<file path="src/rtl/nascom_vram_arbiter_pkg.sv">
// ---------------------------------------------------------------------------
// nascom_vram_arbiter_pkg
//   Shared types and constants for the NASCOM video RAM arbiter.
//   - state_t            : CPU access FSM encoding (IDLE/CPU_RD/CPU_WR/HOLD)
//   - NASCOM_VRAM_BLANK  : character code of a blank (space) cell
//   - SLOT_W             : width of the character-slot counter (CHAR_CLKS <= 16)
//   - slot_next()        : wrapping increment used by the slot counter
// ---------------------------------------------------------------------------
package nascom_vram_arbiter_pkg;

  typedef enum logic [1:0] {
    ST_IDLE   = 2'd0,
    ST_CPU_RD = 2'd1,
    ST_CPU_WR = 2'd2,
    ST_HOLD   = 2'd3
  } state_t;

  localparam logic [7:0] NASCOM_VRAM_BLANK = 8'h20;
  localparam int         SLOT_W            = 4;

  // Next value of a counter that runs 0..last and wraps back to 0.
  function automatic logic [SLOT_W-1:0] slot_next(input logic [SLOT_W-1:0] cur,
                                                  input logic [SLOT_W-1:0] last);
    logic [SLOT_W-1:0] nxt;
    if (cur == last) begin
      nxt = {SLOT_W{1'b0}};
    end else begin
      nxt = cur + {{(SLOT_W-1){1'b0}}, 1'b1};
    end
    return nxt;
  endfunction

endpackage

</file>
<file path="src/rtl/nascom_vram_arbiter_slot_ctr.sv">
// ---------------------------------------------------------------------------
// nascom_vram_arbiter_slot_ctr
//   Free-running character-slot counter. Counts 0..CHAR_CLKS-1 every clock
//   and never stalls; slot 0 is the display fetch slot.
//   Ports:
//     clk, rst_n   clock, asynchronous active-low reset (counter -> 0)
//     o_slot_cnt   current slot number
//     o_slot0      high while the counter is in slot 0
// ---------------------------------------------------------------------------
module nascom_vram_arbiter_slot_ctr
  import nascom_vram_arbiter_pkg::*;
#(
  parameter int CHAR_CLKS = 8
) (
  input  logic              clk,
  input  logic              rst_n,
  output logic [SLOT_W-1:0] o_slot_cnt,
  output logic              o_slot0
);

  localparam logic [SLOT_W-1:0] LAST_SLOT = SLOT_W'(CHAR_CLKS - 1);

  logic [SLOT_W-1:0] r_slot_cnt;

  // Slot counter register, wraps at the last slot of the character period.
  always_ff @(posedge clk or negedge rst_n) begin
    if (!rst_n) begin
      r_slot_cnt <= {SLOT_W{1'b0}};
    end else begin
      r_slot_cnt <= slot_next(r_slot_cnt, LAST_SLOT);
    end
  end

  assign o_slot_cnt = r_slot_cnt;
  assign o_slot0    = (r_slot_cnt == {SLOT_W{1'b0}});

endmodule

</file>
<file path="src/rtl/nascom_vram_arbiter.sv">
// ---------------------------------------------------------------------------
// nascom_vram_arbiter
//   Shares the single-port NASCOM video RAM between Z80 accesses and the CRT
//   character fetch. Slot 0 of each character period belongs to the display
//   fetch; every other cycle serves the CPU. The RAM address/control outputs
//   are registered; the RAM is expected to deliver the data for the address
//   registered at edge N so that it can be sampled at edge N+1.
//
//   Optional feature macro: NASCOM_VRAM_WAIT_EN
//     defined   : display wins slot 0, CPU is held off with WAIT for one clock
//     undefined : CPU always wins ("snow"), WAIT tied inactive
//
//   Ports:
//     clk, rst_n                   clock, asynchronous active-low reset
//     i_cpu_req/i_cpu_wr           CPU access request (level) and direction
//     i_cpu_addr/i_cpu_wdata       CPU address and write data
//     o_cpu_rdata/o_cpu_ack        read data and one-cycle completion pulse
//     o_cpu_wait_n                 active-low Z80 WAIT
//     i_disp_active/i_disp_addr    display fetch enable and character address
//     o_disp_data/o_disp_valid     fetched character and update pulse
//     o_ram_addr/o_ram_we/
//     o_ram_wdata/i_ram_rdata      video RAM port
//     o_coll_cnt                   saturating CPU/display collision count
// ---------------------------------------------------------------------------
module nascom_vram_arbiter
  import nascom_vram_arbiter_pkg::*;
#(
  parameter int CHAR_CLKS = 8,
  parameter int AW        = 10,
  parameter int CNT_W     = 16
) (
  input  logic             clk,
  input  logic             rst_n,
  input  logic             i_cpu_req,
  input  logic             i_cpu_wr,
  input  logic [AW-1:0]    i_cpu_addr,
  input  logic [7:0]       i_cpu_wdata,
  output logic [7:0]       o_cpu_rdata,
  output logic             o_cpu_ack,
  output logic             o_cpu_wait_n,
  input  logic             i_disp_active,
  input  logic [AW-1:0]    i_disp_addr,
  output logic [7:0]       o_disp_data,
  output logic             o_disp_valid,
  output logic [AW-1:0]    o_ram_addr,
  output logic             o_ram_we,
  output logic [7:0]       o_ram_wdata,
  input  logic [7:0]       i_ram_rdata,
  output logic [CNT_W-1:0] o_coll_cnt
);

  logic [SLOT_W-1:0] w_slot_cnt;
  logic              w_slot0;
  logic              w_slot1;
  logic              w_grant;
  logic              w_collide;
  logic              w_cpu_start;
  logic              w_fetch;
  state_t            r_state;
  state_t            w_state_nxt;

  logic [AW-1:0]     r_ram_addr;
  logic              r_ram_we;
  logic [7:0]        r_ram_wdata;
  logic [7:0]        r_cpu_rdata;
  logic              r_cpu_ack;
  logic [7:0]        r_disp_data;
  logic              r_disp_valid;
  logic              r_fetch_pend;
  logic [CNT_W-1:0]  r_coll_cnt;

  nascom_vram_arbiter_slot_ctr #(
    .CHAR_CLKS (CHAR_CLKS)
  ) u_slot_ctr (
    .clk        (clk),
    .rst_n      (rst_n),
    .o_slot_cnt (w_slot_cnt),
    .o_slot0    (w_slot0)
  );

  assign w_slot1 = (w_slot_cnt == SLOT_W'(1));

  // A collision is a fresh CPU request landing on an active display slot.
  assign w_collide = (r_state == ST_IDLE) & i_cpu_req & w_slot0 & i_disp_active;

`ifdef NASCOM_VRAM_WAIT_EN
  assign w_grant      = ~w_slot0 | ~i_disp_active;
  assign o_cpu_wait_n = ~w_collide;
`else
  assign w_grant      = 1'b1;
  assign o_cpu_wait_n = 1'b1;
`endif

  // FSM state register.
  always_ff @(posedge clk or negedge rst_n) begin
    if (!rst_n) begin
      r_state <= ST_IDLE;
    end else begin
      r_state <= w_state_nxt;
    end
  end

  // FSM next state; the CPU address phase only ever starts from IDLE.
  always_comb begin
    w_state_nxt = r_state;
    w_cpu_start = 1'b0;
    case (r_state)
      ST_IDLE: begin
        if (i_cpu_req && w_grant) begin
          w_cpu_start = 1'b1;
          w_state_nxt = i_cpu_wr ? ST_CPU_WR : ST_CPU_RD;
        end else begin
          w_state_nxt = ST_IDLE;
        end
      end
      ST_CPU_RD: w_state_nxt = ST_HOLD;
      ST_CPU_WR: w_state_nxt = ST_HOLD;
      ST_HOLD: begin
        if (!i_cpu_req) begin
          w_state_nxt = ST_IDLE;
        end else begin
          w_state_nxt = ST_HOLD;
        end
      end
      default: w_state_nxt = ST_IDLE;
    endcase
  end

  // Display takes the address phase in slot 0 unless the CPU claimed it.
  assign w_fetch = w_slot0 & i_disp_active & ~w_cpu_start;

  // RAM port address phase: CPU access or display fetch, write strobe lasts one clock.
  always_ff @(posedge clk or negedge rst_n) begin
    if (!rst_n) begin
      r_ram_addr  <= {AW{1'b0}};
      r_ram_we    <= 1'b0;
      r_ram_wdata <= 8'h00;
    end else if (w_cpu_start) begin
      r_ram_addr  <= i_cpu_addr;
      r_ram_we    <= i_cpu_wr;
      r_ram_wdata <= i_cpu_wdata;
    end else if (w_fetch) begin
      r_ram_addr  <= i_disp_addr;
      r_ram_we    <= 1'b0;
    end else begin
      r_ram_we    <= 1'b0;
    end
  end

  // CPU data phase: capture read data and pulse the acknowledge.
  always_ff @(posedge clk or negedge rst_n) begin
    if (!rst_n) begin
      r_cpu_rdata <= 8'h00;
      r_cpu_ack   <= 1'b0;
    end else begin
      r_cpu_ack <= (r_state == ST_CPU_RD) | (r_state == ST_CPU_WR);
      if (r_state == ST_CPU_RD) begin
        r_cpu_rdata <= i_ram_rdata;
      end else begin
        r_cpu_rdata <= r_cpu_rdata;
      end
    end
  end

  // Display data phase in slot 1. If the CPU stole slot 0 the byte on the
  // bus is the CPU's (write data or read data), which gives the "snow".
  always_ff @(posedge clk or negedge rst_n) begin
    if (!rst_n) begin
      r_fetch_pend <= 1'b0;
      r_disp_data  <= 8'h00;
      r_disp_valid <= 1'b0;
    end else begin
      r_fetch_pend <= w_slot0 & i_disp_active;
      if (w_slot1 && r_fetch_pend) begin
        r_disp_data  <= r_ram_we ? r_ram_wdata : i_ram_rdata;
        r_disp_valid <= 1'b1;
      end else begin
        r_disp_valid <= 1'b0;
      end
    end
  end

  // Saturating collision counter.
  always_ff @(posedge clk or negedge rst_n) begin
    if (!rst_n) begin
      r_coll_cnt <= {CNT_W{1'b0}};
    end else if (w_collide && (r_coll_cnt != {CNT_W{1'b1}})) begin
      r_coll_cnt <= r_coll_cnt + {{(CNT_W-1){1'b0}}, 1'b1};
    end else begin
      r_coll_cnt <= r_coll_cnt;
    end
  end

  assign o_ram_addr   = r_ram_addr;
  assign o_ram_we     = r_ram_we;
  assign o_ram_wdata  = r_ram_wdata;
  assign o_cpu_rdata  = r_cpu_rdata;
  assign o_cpu_ack    = r_cpu_ack;
  assign o_disp_data  = r_disp_data;
  assign o_disp_valid = r_disp_valid;
  assign o_coll_cnt   = r_coll_cnt;

endmodule
</file>
<file path="config.mk">
export PLATFORM = sky130hd
export DESIGN_NAME = nascom_vram_arbiter
export DESIGN_NICKNAME = d
export VERILOG_FILES = /design/src/rtl/nascom_vram_arbiter_pkg.sv /design/src/rtl/nascom_vram_arbiter_slot_ctr.sv /design/src/rtl/nascom_vram_arbiter.sv
export SDC_FILE = /design/constraint.sdc
export NUM_CORES = 1
export LEC_CHECK = 0
export CAP_MARGIN = 0
export CELL_PAD_IN_SITES_DETAIL_PLACEMENT = 1
export CELL_PAD_IN_SITES_GLOBAL_PLACEMENT = 1
export CORE_MARGIN = 2
export CORE_UTILIZATION = 37
export CTS_BUF_LIST = sky130_fd_sc_hd__clkbuf_4 sky130_fd_sc_hd__clkbuf_8 sky130_fd_sc_hd__clkbuf_16
export CTS_CLUSTER_SIZE = 8
export DETAILED_ROUTE_END_ITERATION = 8
export GPL_TIMING_DRIVEN = 0
export PLACE_DENSITY_LB_ADDON = 0.1
export SYNTH_ARGS = -nofsm -noshare
export SYNTH_HDL_FRONTEND = slang
export SYNTH_SLANG_ARGS = --single-unit
</file>
<file path="constraint.sdc">
create_clock -name clk -period 3.4 [get_ports clk]
set_input_delay 0.68 -clock clk [delete_from_list [all_inputs] [get_ports clk]]
set_output_delay 0.68 -clock clk [all_outputs]
set_load 0.05 [all_outputs]
</file>
Word level (Yosys, flattened, before mapping)
Index checks and enable logic that the tools add are counted.
- input bits: 41
- output and inout bits: 54
- flip-flop bits (word level): 60
- eq/ne operators: 6
- mux-type cells: 12
- $add $sub $neg: 2
- reduce and logical (&&, ||, !) cells: 6
- bitwise logic cells: 7
- operator list (kind ; count):
    10-bit 2-to-1 mux ; 2
    16-bit by 1-bit adder with 16-bit output (second input constant) ; 1
    16-bit inequality test (second input constant) ; 1
    8-bit 2-to-1 mux ; 1
    2-bit 2-to-1 mux ; 3
    2-bit one-hot mux with 3 select lines ; 1
    1-bit AND ; 5
    4-bit by 1-bit adder with 4-bit output (second input constant) ; 1
    2-bit equality test (second input constant) ; 2
    4-bit by 1-bit equality test with 1-bit output (second input constant) ; 1
    4-bit by 3-bit equality test with 1-bit output (second input constant) ; 1
    4-bit logical NOT ; 1
    1-bit 2-to-1 mux ; 4
    4-bit 2-to-1 mux ; 1
    2-bit by 1-bit equality test with 1-bit output (second input constant) ; 1
    1-bit logical AND ; 2
    2-bit logical NOT ; 1
    2-bit nonzero test ; 1
    2-bit OR reduction ; 1
    1-bit NOT ; 1
    1-bit bitwise OR ; 1

Depth between registers and ports, before layout
Gate-level depths: netlist of the first run.
- depth after elaboration: 6
- gate-level depth with buffers: 7
- gate-level depth less buffers: 6

By module
From an unflattened synthesis of the first run, not the netlist that was laid out.
- cells, all modules: 223
- area total of the unflattened synthesis: 2656.3 sq um
- modules (own cells, without submodules) (module ; times used ; cells an instance ; area each (sq um)):
    nascom_vram_arbiter ; 1 ; 208 ; 2468.6
    nascom_vram_arbiter_slot_ctr ; 1 ; 15 ; 187.7

Worst setup path after synthesis of the first run
OpenSTA, ideal clock, no wires.
- path type: reg-to-reg
- start: register r_coll_cnt[0], in the netlist o_coll_cnt[0]
- end: register r_coll_cnt[1], in the netlist o_coll_cnt[1]
- data arrival time: 1.960 ns
- setup time: 0.125 ns
- setup slack: 1.315 ns
- cell stages (with the launch flop): 6
- data required time: 3.275 ns
- clock period less this slack: 2.085 ns
- cells stage by stage: dfrtp_1 ha_1 nand3_1 nor4_4 nor2_2 mux2_4
- cells in the longest elaborated chain, start to end: 2
- elaborated cells on any way between the ends: 3
- RTL lines (what ; RTL line ; RTL):
    start, declared ; nascom_vram_arbiter.sv:70 ; logic [CNT_W-1:0] r_coll_cnt;
    start signal, assigned ; nascom_vram_arbiter.sv:186 ; r_coll_cnt <= {CNT_W{1'b0}};
    start signal, assigned ; nascom_vram_arbiter.sv:188 ; r_coll_cnt <= r_coll_cnt + {{(CNT_W-1){1'b0}}, 1'b1};
    start signal, assigned ; nascom_vram_arbiter.sv:190 ; r_coll_cnt <= r_coll_cnt;
    branches (longest 2 deep; another with 16-bit by 1-bit adder with 16-bit output) ; - ;
Several ways; the timed one is not identified.
A chain may end at the register's enable or synchronous reset.

Final worst setup path of the first run
- start: register r_coll_cnt[10], in the netlist o_coll_cnt[10]
- end: output port o_coll_cnt[10]
- RTL lines (what ; RTL line ; RTL):
    end, declared ; nascom_vram_arbiter.sv:49 ; output logic [CNT_W-1:0] o_coll_cnt
No word-level cell between the ends.

==> results of run 1 <==
==> power breakdown <==
group | switching (uW) | internal, uW | total [uW]
Sequential | 130 | 917 | 1050
Combinational | 986 | 565 | 1550
Clock | 271 | 470 | 741
Total | 1390 | 1950 | 3340
==> worst min path at each step <==
stage	start	endpoint	slack, ps	cells after the start
after floorplan	rst_n	o_coll_cnt[0]	380	0
after global placement	o_coll_cnt[15]	o_coll_cnt[15]	480	1
after detailed placement	o_cpu_rdata[4]	o_cpu_rdata[4]	500	1
after CTS	rst_n	o_ram_addr[3]	320	1
after global routing	rst_n	o_ram_addr[3]	340	1
final	rst_n	o_ram_addr[3]	320	1
==> layer usage <==
metal,wire length (um),vias to the layer above,GRT usage
li1,-,973,-
met1,3220,1017,0.249
met2,3260,60,0.308
met3,318,9,0.0489
met4,65,0,0.0537
met5,0,-,0
==> layout by cell type, fill, tap and decap left out, types with 3 or more instances in the layout <==
cell type,n
a21oi_1,19
clkbuf_8,12
nor2_1,21
clkdlybuf4s50_1,92
nand4_1,5
inv_1,5
and2_1,4
nor3b_1,4
nand2_1,5
clkbuf_1,5
buf_2,3
dfrtp_1,60
nor3_1,8
mux2i_1,18
ha_1,7
mux2_2,16
nand3_1,4
xor2_1,15
==> synth_stat cells (2+ instances only) <==
cell type  number
a21oi_1        19
and2_1          4
and3_1          2
and4_1          2
buf_2           2
buf_4           2
clkbuf_1        5
dfrtp_1        60
ha_1            7
inv_1           5
mux2_2         16
mux2i_1        18
nand2_1         5
nand3_1         4
nand4_1         5
nor2_1         21
nor3_1          8
nor3b_1         4
nor4b_1         2
xor2_1         15
==> cells by family (layout without fill, tap and decap cells) <==
group,Yosys count,in the layout,share of synthesized area
other cells,1,1,0.00141
simple gates,62,62,0.136
buf+inv,15,124,0.0277
xor+xnor,15,15,0.0493
fa+ha+maj,7,7,0.0328
compound gates,24,24,0.0493
flops,60,60,0.563
mux,35,35,0.141
==> cell type report <==
cell class	instances	area [um^2]	area share
well taps	96	120	0.0303
flip-flops and latches	60	1500	0.378
clock inverters	3	68.8	0.0173
plain buffers	10	55.1	0.0139
repair buffers	94	946	0.238
multi-input cells	144	1090	0.275
inverters	5	18.8	0.00473
clock buffers	12	165	0.0416
==> stage by stage <==
step                setup WS (ps)  power [uW]  instances
finish                       1090        3340        424
detailed placement            818        2620        409
global route                 1040        3500        424
global placement             -358        2580        408
CTS                          1080        3380        424
floorplan                    1320        2050        219
==> sequential cells by signal, summed over array words and instances, names as in the netlist, 2 cells and up <==
| signal | cells |
|---|---|
| o_coll_cnt | 16 |
| o_cpu_rdata | 8 |
| o_disp_data | 8 |
| o_ram_addr | 10 |
| o_ram_wdata | 8 |
| r_state | 2 |
| u_slot_ctr.o_slot_cnt | 4 |
==> Flow_metrics.wiki, run 1 <==
{| class="wikitable"
! Metric !! Value
|-
| Number of vias in the routed layout || 2,059
|-
| Sinks on the clock net || 60
|-
| Total Neg Setup Slack || 0 ps
|-
| Worst vdd ir || around 0.34 mV
|-
| Share of the core filled with cells in the final layout || 0.578
|-
| Buffers added on ports || 93
|-
| Number of buffers between clock root and the deepest sink || 2
|-
| Global-route wire length before repair || about 11,000 um
|-
| Lkg Pwr || about 0.0017 uW
|-
| Worst-path cell chain || clkdlybuf4s50_1
|-
| Critical-path cell with the highest stage delay || clkdlybuf4s50_1
|-
| Final hold viol count || 0
|-
| Instance count of the mapped netlist || 219
|-
| Clock buffer count from CTS || 9
|-
| Number of buffers and inverters on the critical path || 1
|-
| Core region area || ~7000 um^2
|-
| Pre-antenna DRT Iters || 4
|-
| FF-to-FF Start || r_state[1]
|-
| Routed len/inst || ~16 um
|-
| Clk_lat worst skew || 330 ps
|-
| Max-capacitance violation count || 0
|-
| Total standard cell area after synthesis || ~2700 um^2
|-
| Total die area || about 8000 um^2
|-
| Asr flop ratio synth || 1.00
|-
| Setup bufs post-CTS || 0
|-
| Number of gates on the worst path with buffers counted || 1
|-
| Drt total wl || roughly 6900 um
|-
| EDFF count, synth || 0
|-
| Count of final max-slew check failures || 0
|-
| Post-route design area || roughly 4000 um^2
|-
| Share of post-route cells with drive strength above 1 || 0.131
|-
| Pin slew with the least headroom to its limit || ~670 ps
|-
| Synth warn || 0
|-
| # DRC || 0
|-
| Number of filler cells placed in the layout || roughly 720
|-
| Post-synth top flop || dfrtp_1
|-
| Type of destination of the critical path || primary output
|-
| Yosys cell types || 33
|-
| Share of the yosys chip area belonging to registers || 0.563
|-
| Number of gates resized after CTS || 0
|-
| Antenna violations before repair || 0
|-
| Half-perimeter wire length of the detailed placement result || just over 5000 um
|-
| Family with the most delay on the worst path || buffers and inverters
|-
| Detail-routed via count per cell || 4.86
|-
| Pwr Density || about 840 nW/um^2
|-
| Data required, critical path || between 2000 and 3000 ps
|-
| Number of global-route vias before repair || between 2k and 2.5k
|-
| Reg2reg path depth || 7
|-
| Number of flip-flops and latches in the synthesized netlist || 60
|-
| Yosys top cell by area || dfrtp_1
|-
| Min-delay worst type || in2async
|-
| Final hold slack || ~320 ps
|-
| H-Tree Level Count || 3
|-
| Synthesized net count || ~270
|-
| Achievable Freq || roughly 430 MHz
|-
| Clock transition at the register clock pins on the worst setup and hold paths after CTS || ~70 ps
|-
| Horizontal die dimension || 88.9 um
|-
| End point of the critical path || o_coll_cnt[10]
|-
| Die Span Y || between 80 and 90 um
|-
| Avg Synthesized Cell Area || roughly 12 um^2
|-
| R2R setup slack || 1340 ps
|-
| Setup repair after global routing missed its margin || no
|-
| Largest net degree at the start of global routing || 40
|-
| Initial Utilization || 0.388
|-
| Gp weighted congestion || 0.697
|-
| Result of the run || complete, no violations
|-
| Crit path kind || reg2out
|-
| Antenna Violating Nets Remaining || 0
|-
| Delay contributed by the slowest stage of the critical path || 840 ps
|-
| Largest cells by area after synthesis || dfrtp_1 (56%), mux2i_1 (6.8%), mux2_2 (6.8%)
|-
| I/O pins || 95
|-
| Element type at the critical path start || register
|-
| Area added between synthesis and finish || 48.7%
|-
| Number of endpoints failing setup at the final stage || 0
|-
| Site row count || 30
|-
| Post-Place Cell Area || roughly 3700 um^2
|-
| Max_slew headroom || 0.549
|-
| Clock Tree Root || clkbuf_8
|-
| Critical path startpoint || o_coll_cnt[10]
|-
| GRT overflow || 0
|-
| Reg-to-reg endpoint || o_coll_cnt[14]
|-
| Clock tree from TritonCTS || built
|-
| Detailed router's first-iteration violation count || 63
|-
| Part of the cycle the worst path needs || 0.679
|-
| Signal arrival time at the worst endpoint || 1630 ps
|-
| Clock skew after layout || ~9.1 ps
|-
| Final min period || about 2300 ps
|-
| Hold_buf cts || 0
|-
| Antenna diode instance count || 0
|-
| Fraction of synthesized cell area taken by the top area cell type || 0.563
|-
| Peak fanout along the critical path || 5
|-
| Final-stage net count || ~370
|-
| Global-route total usage across every layer || 0.188
|}
(Power assumes the default switching activity.)
==> run 2: changes to the inputs <==
--- a/config.mk
+++ b/config.mk
@@ -9,7 +9,7 @@
 export CELL_PAD_IN_SITES_DETAIL_PLACEMENT = 1
 export CELL_PAD_IN_SITES_GLOBAL_PLACEMENT = 1
 export CORE_MARGIN = 2
-export CORE_UTILIZATION = 37
+export CORE_UTILIZATION = 34
 export CTS_BUF_LIST = sky130_fd_sc_hd__clkbuf_4 sky130_fd_sc_hd__clkbuf_8 sky130_fd_sc_hd__clkbuf_16
 export CTS_CLUSTER_SIZE = 8
 export DETAILED_ROUTE_END_ITERATION = 8
==> constraint.sdc (replaced) <==
create_clock -name clk -period 2.2 [get_ports clk]
set_input_delay 0.44 -clock clk [delete_from_list [all_inputs] [get_ports clk]]
set_output_delay 0.44 -clock clk [all_outputs]
set_load 0.05 [all_outputs]
==> Flow_metrics.wiki, run 2 (synthesized netlist as in run 1, its figures left out) <==
{| class="wikitable"
! Metric !! Value
|-
| Min-delay worst type || in2async (unchanged)
|-
| Peak fanout along the critical path || 6 (was 5)
|-
| Lkg Pwr || 0.00173 uW (was 0.00174 uW)
|-
| Result of the run || complete, no violations (unchanged)
|-
| GRT overflow || 0 (unchanged)
|-
| Drt total wl || 6730 um (was 6860 um)
|-
| Pin slew with the least headroom to its limit || 777 ps (was 671 ps)
|-
| Crit path kind || reg2out (unchanged)
|-
| Number of buffers between clock root and the deepest sink || 2 (unchanged)
|-
| FF-to-FF Start || o_coll_cnt[1] (was r_state[1])
|-
| Worst-path cell chain || clkdlybuf4s50_1 (unchanged)
|-
| Inst Count DP || 414 (was 409)
|-
| Clock Tree Root || clkbuf_8 (unchanged)
|-
| Final hold viol count || 0 (unchanged)
|-
| Share of the core filled with cells in the final layout || 0.516 (was 0.578)
|-
| Core region area || 7650 um^2 (was 6870 um^2)
|-
| Number of endpoints failing setup at the final stage || 0 (unchanged)
|-
| Global-route wire length before repair || 11,000 um (about the same)
|-
| Total die area || 8570 um^2 (was 7900 um^2)
|-
| Family with the most delay on the worst path || buffers and inverters (unchanged)
|-
| Delay contributed by the slowest stage of the critical path || 840 ps (about the same)
|-
| Antenna violations before repair || 0 (unchanged)
|-
| Achievable Freq || slightly below 500 MHz
|-
| Global-route met1 utilization || 0.211 (was 0.249)
|-
| Half-perimeter wire length of the detailed placement result || 4720 um (was 5050 um)
|-
| Detail-routed via count per cell || 4.74 (was 4.86)
|-
| Number of buffers and inverters on the critical path || 1 (unchanged)
|-
| Setup repair after global routing missed its margin || yes (was no)
|-
| Pre-antenna DRT Iters || 2 (was 4)
|-
| Clk_lat worst skew || 340 ps (was 330 ps)
|-
| Largest net degree at the start of global routing || 61 (was 40)
|-
| Peak-usage layer in the global routing report || met2 (unchanged)
|-
| Cell Count, Final, Fillers Out || 430 (was 424)
|-
| Site row count || 32 (was 30)
|-
| Routed len/inst || 15.7 um (was 16.2 um)
|-
| Most common cell after layout, fill and taps aside || clkdlybuf4s50_1 (unchanged)
|-
| Die Span Y || 92.6 um (was 88.9 um)
|-
| Worst vdd ir || 0.557 mV (was 0.337 mV)
|-
| Antenna Violating Nets Remaining || 0 (unchanged)
|-
| Data required, critical path || 1760 ps (was 2720 ps)
|-
| Detailed router's first-iteration violation count || 45 (was 63)
|-
| Max-capacitance violation count || 0 (unchanged)
|-
| Max_slew headroom || 0.482 (was 0.549)
|-
| Global-route total usage across every layer || 0.168 (was 0.188)
|-
| Antenna diode instance count || 0 (unchanged)
|-
| Final min period || a little over 2000 ps
|-
| I/O pins || 95 (unchanged)
|-
| Pwr Density || 1290 nW/um^2 (was 841 nW/um^2)
|-
| GR Layer Usage met2 || 0.272 (was 0.308)
|-
| Share of post-route cells with drive strength above 1 || 0.131 (unchanged)
|-
| Flip-flop count of the largest register after layout || 16 (unchanged)
|-
| Type of destination of the critical path || primary output (unchanged)
|-
| Clock skew after layout || 8.53 ps (was 9.08 ps)
|-
| Final WS setup || 140 ps (was 1090 ps)
|-
| Part of the cycle the worst path needs || 0.937
|-
| Pre-CTS WS || -93.9 ps (was 818 ps)
|-
| Sinks on the clock net || 60 (unchanged)
|-
| # DRC || 0 (unchanged)
|-
| Critical-path cell with the highest stage delay || clkdlybuf4s50_1 (unchanged)
|-
| Area added between synthesis and finish || 47.8% (was 48.7%)
|-
| Clock tree from TritonCTS || built (unchanged)
|-
| H-Tree Level Count || 3 (unchanged)
|-
| Buffers added on ports || 93 (unchanged)
|-
| Leading cell types in the layout, fill and taps excluded || clkdlybuf4s50_1 (92), dfrtp_1 (60), nor2_1 (21), a21oi_1 (19), mux2i_1 (18) (unchanged)
|-
| Number of global-route vias before repair || 2,228 (was 2,194)
|-
| Critical path startpoint || o_coll_cnt[2] (was o_coll_cnt[10])
|-
| Clock transition at the register clock pins on the worst setup and hold paths after CTS || 70 ps (about the same)
|-
| Element type at the critical path start || register (unchanged)
|-
| Number of vias in the routed layout || 2,040 (was 2,059)
|-
| Clock buffer count from CTS || 9 (unchanged)
|-
| Signal arrival time at the worst endpoint || 1620 ps (was 1630 ps)
|-
| Final-stage net count || 371 (was 372)
|-
| Number of filler cells placed in the layout || 823 (was 722)
|-
| Number of gates resized after CTS || 0 (unchanged)
|-
| Horizontal die dimension || 92.6 um (was 88.9 um)
|-
| Initial Utilization || 0.349 (was 0.388)
|-
| Count of final max-slew check failures || 0 (unchanged)
|-
| Met3 layer usage reported by global route || 0.0423 (was 0.0489)
|-
| Gp weighted congestion || 0.715 (was 0.697)
|}
-- run 2: cell types whose count changed in the layout (fill, tap and decap cells not counted) --
cell and change:
clkinv_4 -1, buf_2 -1, clkbuf_4 +1, clkinv_2 +3, clkbuf_8 -2, buf_12 -1
buf_4 +1
-- run 2: cell type report --
type	count	area, um^2	area share
clock buffer	11	145	0.0368
buffer	10	55.1	0.0140
multi-input combinational	144	1090	0.277
tap	102	128	0.0324
clock inverter	5	75.1	0.0190
inverter	5	18.8	0.00476
timing repair buffer	93	928	0.235
sequential	60	1500	0.381
-- run 2: path summary, 6_finish.rpt --
kind	end	cells after the start	slack (ps)
max in group asynchronous	o_coll_cnt[10]	1	1500
worst min register to register	o_coll_cnt[15]	1	500
worst min-delay path	o_cpu_rdata[3]	1	170
min in group clk	o_coll_cnt[15]	1	500
worst max-delay path	o_coll_cnt[2]	1	140
worst max register to register	o_coll_cnt[1]	5	190
-- run 2: metrics by stage --
| step | hold WS, ps | power (uW) | area (um^2) | setup TNS (ps) |
|---|---|---|---|---|
| finish | 174 | 5080 | 3940 | 0 |
| global route | 234 | 5320 | 3940 | -62.0 |
| CTS | 197 | 5150 | 3940 | 0 |
| detailed placement | 493 | 4030 | 3720 | -328 |
| global placement | 483 | 3990 | 3730 | -82060 |
| floorplan | 144 | 3170 | 2670 | 0 |
-- run 2: layer usage --
metal / up-vias / share of wire / wire, um
met5: - / 0 / 0
met1: 995 / 0.45 / 3010
met2: 63 / 0.48 / 3240
li1: 971 / - / -
met3: 11 / 0.056 / 379
met4: 0 / 0.015 / 100
-- run 2: what timing repair did --
item                       4_1_cts  5_1_grt
hold endpoints to repair         0        0
setup buffers                    0        0
hold buffers                     0        0
setup endpoints to repair        0        2
-- run 2: power by group --
| part | leakage, uW | internal [uW] | total, uW | switching [uW] |
|---|---|---|---|---|
| sequential | 0.000738 | 1420 | 1610 | 191 |
| clock | 0.000116 | 676 | 1100 | 427 |
| combinational | 0.000876 | 871 | 2370 | 1500 |
==> run 3: changes to the inputs <==
--- a/config.mk
+++ b/config.mk
@@ -11,7 +11,7 @@
 export CORE_MARGIN = 2
 export CORE_UTILIZATION = 34
 export CTS_BUF_LIST = sky130_fd_sc_hd__clkbuf_4 sky130_fd_sc_hd__clkbuf_8 sky130_fd_sc_hd__clkbuf_16
-export CTS_CLUSTER_SIZE = 8
+export CTS_CLUSTER_SIZE = 16
 export DETAILED_ROUTE_END_ITERATION = 8
 export GPL_TIMING_DRIVEN = 0
 export PLACE_DENSITY_LB_ADDON = 0.1
==> results of run 3 <==
No change in the layout: final DEF, timing and power equal those of run 2.
